<file path="config.mk">
export PLATFORM = sky130hd
export DESIGN_NAME = debounce_filter
export DESIGN_NICKNAME = d
export VERILOG_FILES = /design/src/rtl/debounce_filter.sv
export SDC_FILE = /design/constraint.sdc
export NUM_CORES = 1
export LEC_CHECK = 0
export BUFFER_PORTS_ARGS = -buffer_cell sky130_fd_sc_hd__buf_2
export CAP_MARGIN = 15
export CORE_MARGIN = 2
export CORE_UTILIZATION = 40
export CTS_CLUSTER_SIZE = 8
export DETAILED_ROUTE_END_ITERATION = 10
export GPL_TIMING_DRIVEN = 0
export PLACE_DENSITY_LB_ADDON = 0.15
export SKIP_CTS_REPAIR_TIMING = 1
export SLEW_MARGIN = 20
export SYNTH_ARGS = -nofsm -noshare
export SYNTH_HDL_FRONTEND = slang
export SYNTH_SLANG_ARGS = --single-unit
</file>
<file path="constraint.sdc">
create_clock -name Clock -period 2.7 [get_ports Clock]
set_input_delay 0 -clock Clock [delete_from_list [all_inputs] [get_ports Clock]]
set_output_delay 0 -clock Clock [all_outputs]
set_load 0.01 [all_outputs]
</file>
<file path="src/rtl/debounce_filter.sv">
// Multi-channel input debouncer: optional synchroniser, optional polarity
// inversion, prescaled sampling into a per-channel history register, and a
// filtered output that only changes after Number equal consecutive samples.
// Rise/Fall/Changed are one-clock pulses aligned with the new level on O.
module debounce_filter #(
    parameter int               Size            = 4,
    parameter int               Number          = 4,
    parameter int               ClockPeriod_ns  = 20,
    parameter int               FilterPeriod_ns = 500_000,
    parameter int               SyncStages      = 2,
    parameter logic [Size-1:0]  Invert          = '0,
    parameter logic [Size-1:0]  InitValue       = '1
) (
    input  logic            Clock,
    input  logic            nReset,
    input  logic            Enable,
    input  logic [Size-1:0] I,
    output logic [Size-1:0] O,
    output logic [Size-1:0] Rise,
    output logic [Size-1:0] Fall,
    output logic            Changed
);

    localparam int Prescale = FilterPeriod_ns / ClockPeriod_ns / (Number - 1);

    logic            tick;
    logic [Size-1:0] sync_out;
    logic [Size-1:0] s_p0;
    logic [Number-1:0] hist_p1 [Size];
    logic [Size-1:0] o_nxt;
    logic [Size-1:0] rise_nxt;
    logic [Size-1:0] fall_nxt;

    // ---- sampling strobe ----
    generate
        if (Prescale <= 1) begin : g_no_prescale
            assign tick = Enable;
        end else begin : g_prescale
            localparam int              CountW = $clog2(Prescale);
            localparam logic [CountW-1:0] Last = CountW'(Prescale - 1);
            logic [CountW-1:0] count;

            // Prescaler counts enabled cycles and wraps after the strobe.
            always_ff @(posedge Clock) begin
                if (!nReset) begin
                    count <= '0;
                end else if (Enable) begin
                    if (count == Last) count <= '0;
                    else               count <= count + 1'b1;
                end
            end

            assign tick = Enable && (count == Last);
        end
    endgenerate

    // ---- synchroniser: free-running, independent of Enable ----
    generate
        if (SyncStages == 0) begin : g_no_sync
            assign sync_out = I;
        end else begin : g_sync
            logic [Size-1:0] sync_p [SyncStages];

            // Metastability chain; reset value makes the sampled level equal InitValue.
            always_ff @(posedge Clock) begin
                if (!nReset) begin
                    for (int k = 0; k < SyncStages; k++) sync_p[k] <= InitValue ^ Invert;
                end else begin
                    sync_p[0] <= I;
                    for (int k = 1; k < SyncStages; k++) sync_p[k] <= sync_p[k-1];
                end
            end

            assign sync_out = sync_p[SyncStages-1];
        end
    endgenerate

    assign s_p0 = sync_out ^ Invert;

    // ---- history register (stage p1) ----
    // Shift the sampled level in at the LSB on every strobe.
    always_ff @(posedge Clock) begin
        if (!nReset) begin
            for (int i = 0; i < Size; i++) hist_p1[i] <= {Number{InitValue[i]}};
        end else if (tick) begin
            for (int i = 0; i < Size; i++) hist_p1[i] <= {hist_p1[i][Number-2:0], s_p0[i]};
        end
    end

    // Accept a new level only when the whole pre-shift history agrees with it.
    always_comb begin
        o_nxt    = O;
        rise_nxt = '0;
        fall_nxt = '0;
        if (tick) begin
            for (int i = 0; i < Size; i++) begin
                if ((hist_p1[i] == '0) && O[i]) begin
                    o_nxt[i]    = 1'b0;
                    fall_nxt[i] = 1'b1;
                end else if ((&hist_p1[i]) && !O[i]) begin
                    o_nxt[i]    = 1'b1;
                    rise_nxt[i] = 1'b1;
                end
            end
        end
    end

    // ---- output stage (p2) ----
    // Register filtered level together with its edge pulses.
    always_ff @(posedge Clock) begin
        if (!nReset) begin
            O       <= InitValue;
            Rise    <= '0;
            Fall    <= '0;
            Changed <= 1'b0;
        end else begin
            O       <= o_nxt;
            Rise    <= rise_nxt;
            Fall    <= fall_nxt;
            Changed <= |(rise_nxt | fall_nxt);
        end
    end

endmodule
</file>
; ---- Yosys cells after proc, flatten, opt, wreduce, memory -nomap -nowiden
; Memory sizes are Yosys's and may differ from the RTL's.
; Index checks and enable logic that the tools add are counted.
; W data, S select, Z words.
[totals]
regBits = 27
mem_bits_rw = 24
in_bits = 7
out_inout_bits = 13
wordCells = 83
n_memories = 2
[classes]
n_addsub = 1
n_eq_ne = 1
muxes = 34
n_bitwise = 7
reduce_logical = 30
[mem_list]
columns = memory, words, word_bits, rd, rd_clocked_by_memory_dff, write_ports, line
row1 = hist_p1, 4, 4, 4, 0, 4, 29  ; logic [Number-1:0] hist_p1 [Size];
row2 = g_sync.sync_p, 2, 4, 2, 0, 2, 62  ; logic [Size-1:0] sync_p [SyncStages];
[ops]
columns = operator, n
row1 = $mux W4, 8
row2 = $mux W1, 25
row3 = $logic_not A4 Y1, 4
row4 = $reduce_and A4 Y1, 4
row5 = $add A14 B1 Y14 const B, 1
row6 = $eq A14 B14 Y1 const B, 1
row7 = $mux W14, 1
row8 = $logic_and A1 B1 Y1, 9
row9 = $reduce_and A2 Y1, 4
row10 = $reduce_bool A2 Y1, 4
row11 = $or A1 B1 Y1, 6
row12 = $logic_not A1 Y1, 4
row13 = $or A4 B4 Y4, 1
row14 = $reduce_or A4 Y1, 1

; ---- Logic depth before layout (Yosys ltp)
[depth]
word_depth = 7
depth_mapped = 8
mapped_depth_nobuf = 6

; ---- Least setup slack after synthesis
; OpenSTA, ideal clock, no wires.
[synth_path]
path_type = register -> register
from = register g_prescale.count[0]
to = memory hist_p1[0][0] (enable)
setup_ns = 0.321
arrival_time_ns = 1.430
required_ns = 2.379
setup_slack_ns = 0.949
stages_incl_launch_ff = 8
n_path_buf = 2
period_less_slack_ns = 1.751
cell_sequence = dfxtp_1 > clkbuf_1 > inv_1 > ha_1 > and3b_2 > nand4_1 > nand2_1 > buf_4
[synth_lines]
columns = item, line
row1 = from (decl), 41  ; logic [CountW-1:0] count;
row2 = from (signal assigned), 49  ; else count <= count + 1'b1;
row3 = to (decl), 29

==> key figures <==
Clock network
  • Num CTS Buffers: 5
  • Root buffer cell: clkbuf_8
  • Clk_lat worst skew: 290 ps
  • Worst-path clk slew: 80 ps
  • CTS sink cnt: 51
  • Max clock buf depth: 2
  • CTS H-Tree Depth: 2
  • CTS tree: yes

Route
  • Via/cell ratio: 4.91
  • WL per Instance: 11.9 um
  • # DRC: 0
  • Detail Route Antenna Nets: 0
  • Iteration-0 DRC Markers: 52
  • Router iterations before antenna repair: 4
  • Via Count: 1394
  • Detailed Route WL: 3380 um

Setup path
  • Crit path DAT: 2060 ps
  • Req. time, crit path: 2670 ps
  • CP delay by family, top: simple AND/OR/NAND/NOR gates
  • Crit-path max FO: 25
  • Crit-path cells: clkbuf_1, inv_1, ha_1, and3b_2, nand4_1, nand2_1, buf_4
  • Slowest cell delay on critical path: 340 ps
  • Reg2Reg Depth: 7
  • Slowest cell on the critical path: buf_4
  • Worst path depth: 7
  • Crit end category: flop
  • Startpoint types: flop
  • Crit path buf inv count: 3
  • Critical path class: flop to flop

Timing
  • Least-Margin Pin Slew: 450 ps
  • Max-slew violations: 0
  • Hold slack: -5.62 ps
  • Crit share post-route: 0.772
  • Setup TNS: 0 ps
  • RSZ-0062 raised after global routing: no
  • Highest clock rate: 0.480 GHz
  • Final Skew: 5.34 ps
  • Crit path time final: 2080 ps
  • Setup ws final: 617 ps
  • Final-report setup violation count: 0
  • Slew headroom: 0.700
  • Final-report hold violation count: 2

Synth
  • #FFs+latches synth: 51
  • Top-count cell post-synth: dfxtp_1
  • Share of the synthesized area in the top cell type: 0.347
  • Register area share after synthesis: 0.586
  • Cell Area, Synth: 0.00202 mm2
  • Distinct cells, synth: 33
  • Net Count, Synth: 194
  • Area leader, netlist: dfxtp_1
  • Mapped Cells: 185
  • Yosys warnings: 0
  • Asr flop ratio synth: 0
  • Synth area leaders: dfxtp_1, edfxtp_1, nor2_1
  • Synth Area per Inst: 10.9 um2
  • Most common library cells after synthesis: dfxtp_1, nor2_1, edfxtp_1
  • Post-synth EDFFs: 16
  • Ys flop type: dfxtp_1

Floorplanning
  • Initial Util: 0.421
  • IO Pins: 20
  • Core area: 0.00479 mm2
  • Die Span X: 75.0 um
  • Die Ht: 75.0 um
  • Die area: 0.00563 mm2
  • Row Count: 25

Global route
  • Pin count of the biggest net entering global routing: 26
  • Grt total ovfl: 0
  • Number of global-route vias before repair: 1198
  • First-pass GRT wire length: 5620 um
  • Total Routing Usage GR: 0.133
  • Initial antenna violation count: 0

Place
  • GP Congestion: 0.787
  • Place WS: 601 ps
  • Post-DP HPWL: 2390 um
  • Port bufs: 18

Layout
  • Fin nets: 225
  • Share of cells above drive strength 1: 0.198
  • Diodes inserted: 0
  • Area Overhead vs Synth: 16.1%

Run status
  • Status: complete, but fails checks
  • Failing checks: hold timing

Power
  • Peak VDD IR: 0.326 mV
  • Static leakage: 0.834 nW
  • Power per cell area: 561 mW/mm2
  • Total design power: 1.31 mW

Worst hold path
  • Worst hold stages: 3
  • Min-delay worst type: input pin to flop

Run
  • Max-Cap Viols: 0
final timing paths:
kind / endpoint / slack (ps) / from
hold reg to reg: g_sync.sync_p[0][5] / 410 / g_sync.sync_p[0][1]
setup / recovery: hist_p1[2][3] / 620 / g_prescale.count[0]
hold / removal: g_prescale.count[0] / -6 / Enable
setup reg to reg: hist_p1[2][3] / 620 / g_prescale.count[0]
area by class of cell:
class	instances	area (um2)
sequential	51	1180
clock buffer	7	86.3
tap	67	83.8
clock inverter	1	3.75
fill	456	2440
multi-input combinational	123	768
inverter	5	18.8
timing repair buffer	24	150
buffer	6	48.8
where the power goes:
part	switching (mW)	leakage (nW)	internal (mW)
Clock	0.233	0.0459	0.206
Combinational	0.0275	0.343	0.0231
Sequential	0.0138	0.446	0.809
Total	0.274	0.834	1.04
routing by layer:
metal	share of wire	wire (um)	GRT usage
met1	0.49	1650	0.176
met4	0.017	57	0.0595
met3	0.041	139	0.0402
met5	0	0	0
met2	0.45	1530	0.202
worst register-to-register path: cells and delay by family (launching register included):
| family | cells | cell delay (ps) |
|---|---|---|
| adders and majority gates | 1 | 130 |
| buffers and inverters | 3 | 620 |
| DFF | 1 | 320 |
| and+or+nand+nor | 3 | 700 |
kinds of logic after synthesis:
| kind of cell | after synthesis | share of synthesized area |
|---|---|---|
| xor+xnor | 13 | 0.0565 |
| fa+ha+maj | 2 | 0.0124 |
| simple gates | 98 | 0.284 |
| compound gates | 9 | 0.0230 |
| mux | 1 | 0.00496 |
| buf+inv | 11 | 0.0335 |
| flops | 51 | 0.586 |
cells in the final DEF, fill, tap and decap left out, types with 3 or more instances in the layout:
| cell | n |
|---|---|
| dlygate4sd3_1 | 6 |
| nor2_1 | 25 |
| nand3_1 | 4 |
| xor2_1 | 5 |
| or2_1 | 11 |
| clkbuf_1 | 3 |
| buf_6 | 3 |
| dfxtp_1 | 35 |
| buf_2 | 18 |
| nand2b_1 | 8 |
| a21oi_1 | 4 |
| nor4_1 | 8 |
| nand4_1 | 10 |
| nand2_1 | 12 |
| or2_2 | 5 |
| edfxtp_1 | 16 |
| o21ai_0 | 4 |
| nor3_2 | 3 |
| clkbuf_8 | 6 |
| inv_1 | 5 |
| xnor2_1 | 8 |
sequential cells by signal, indices dropped and copies added (netlist names):
name	count
hist_p1	16
Fall	4
g_sync.sync_p	8
Changed	1
Rise	4
g_prescale.count	14
O	4
stage by stage:
step           std cells  instance area [um2]   util  hold WS [ps]
5_1_grt              284                 2340  0.489          15.9
3_3_place_gp         270                 2190  0.458           180
3_5_place_dp         270                 2190  0.458           186
4_1_cts              278                 2280  0.477          -128
6_report             284                 2340  0.489         -5.62
2_1_floorplan        185                 2020      -          73.0
Note: power is estimated with default switching activity, not from simulation.
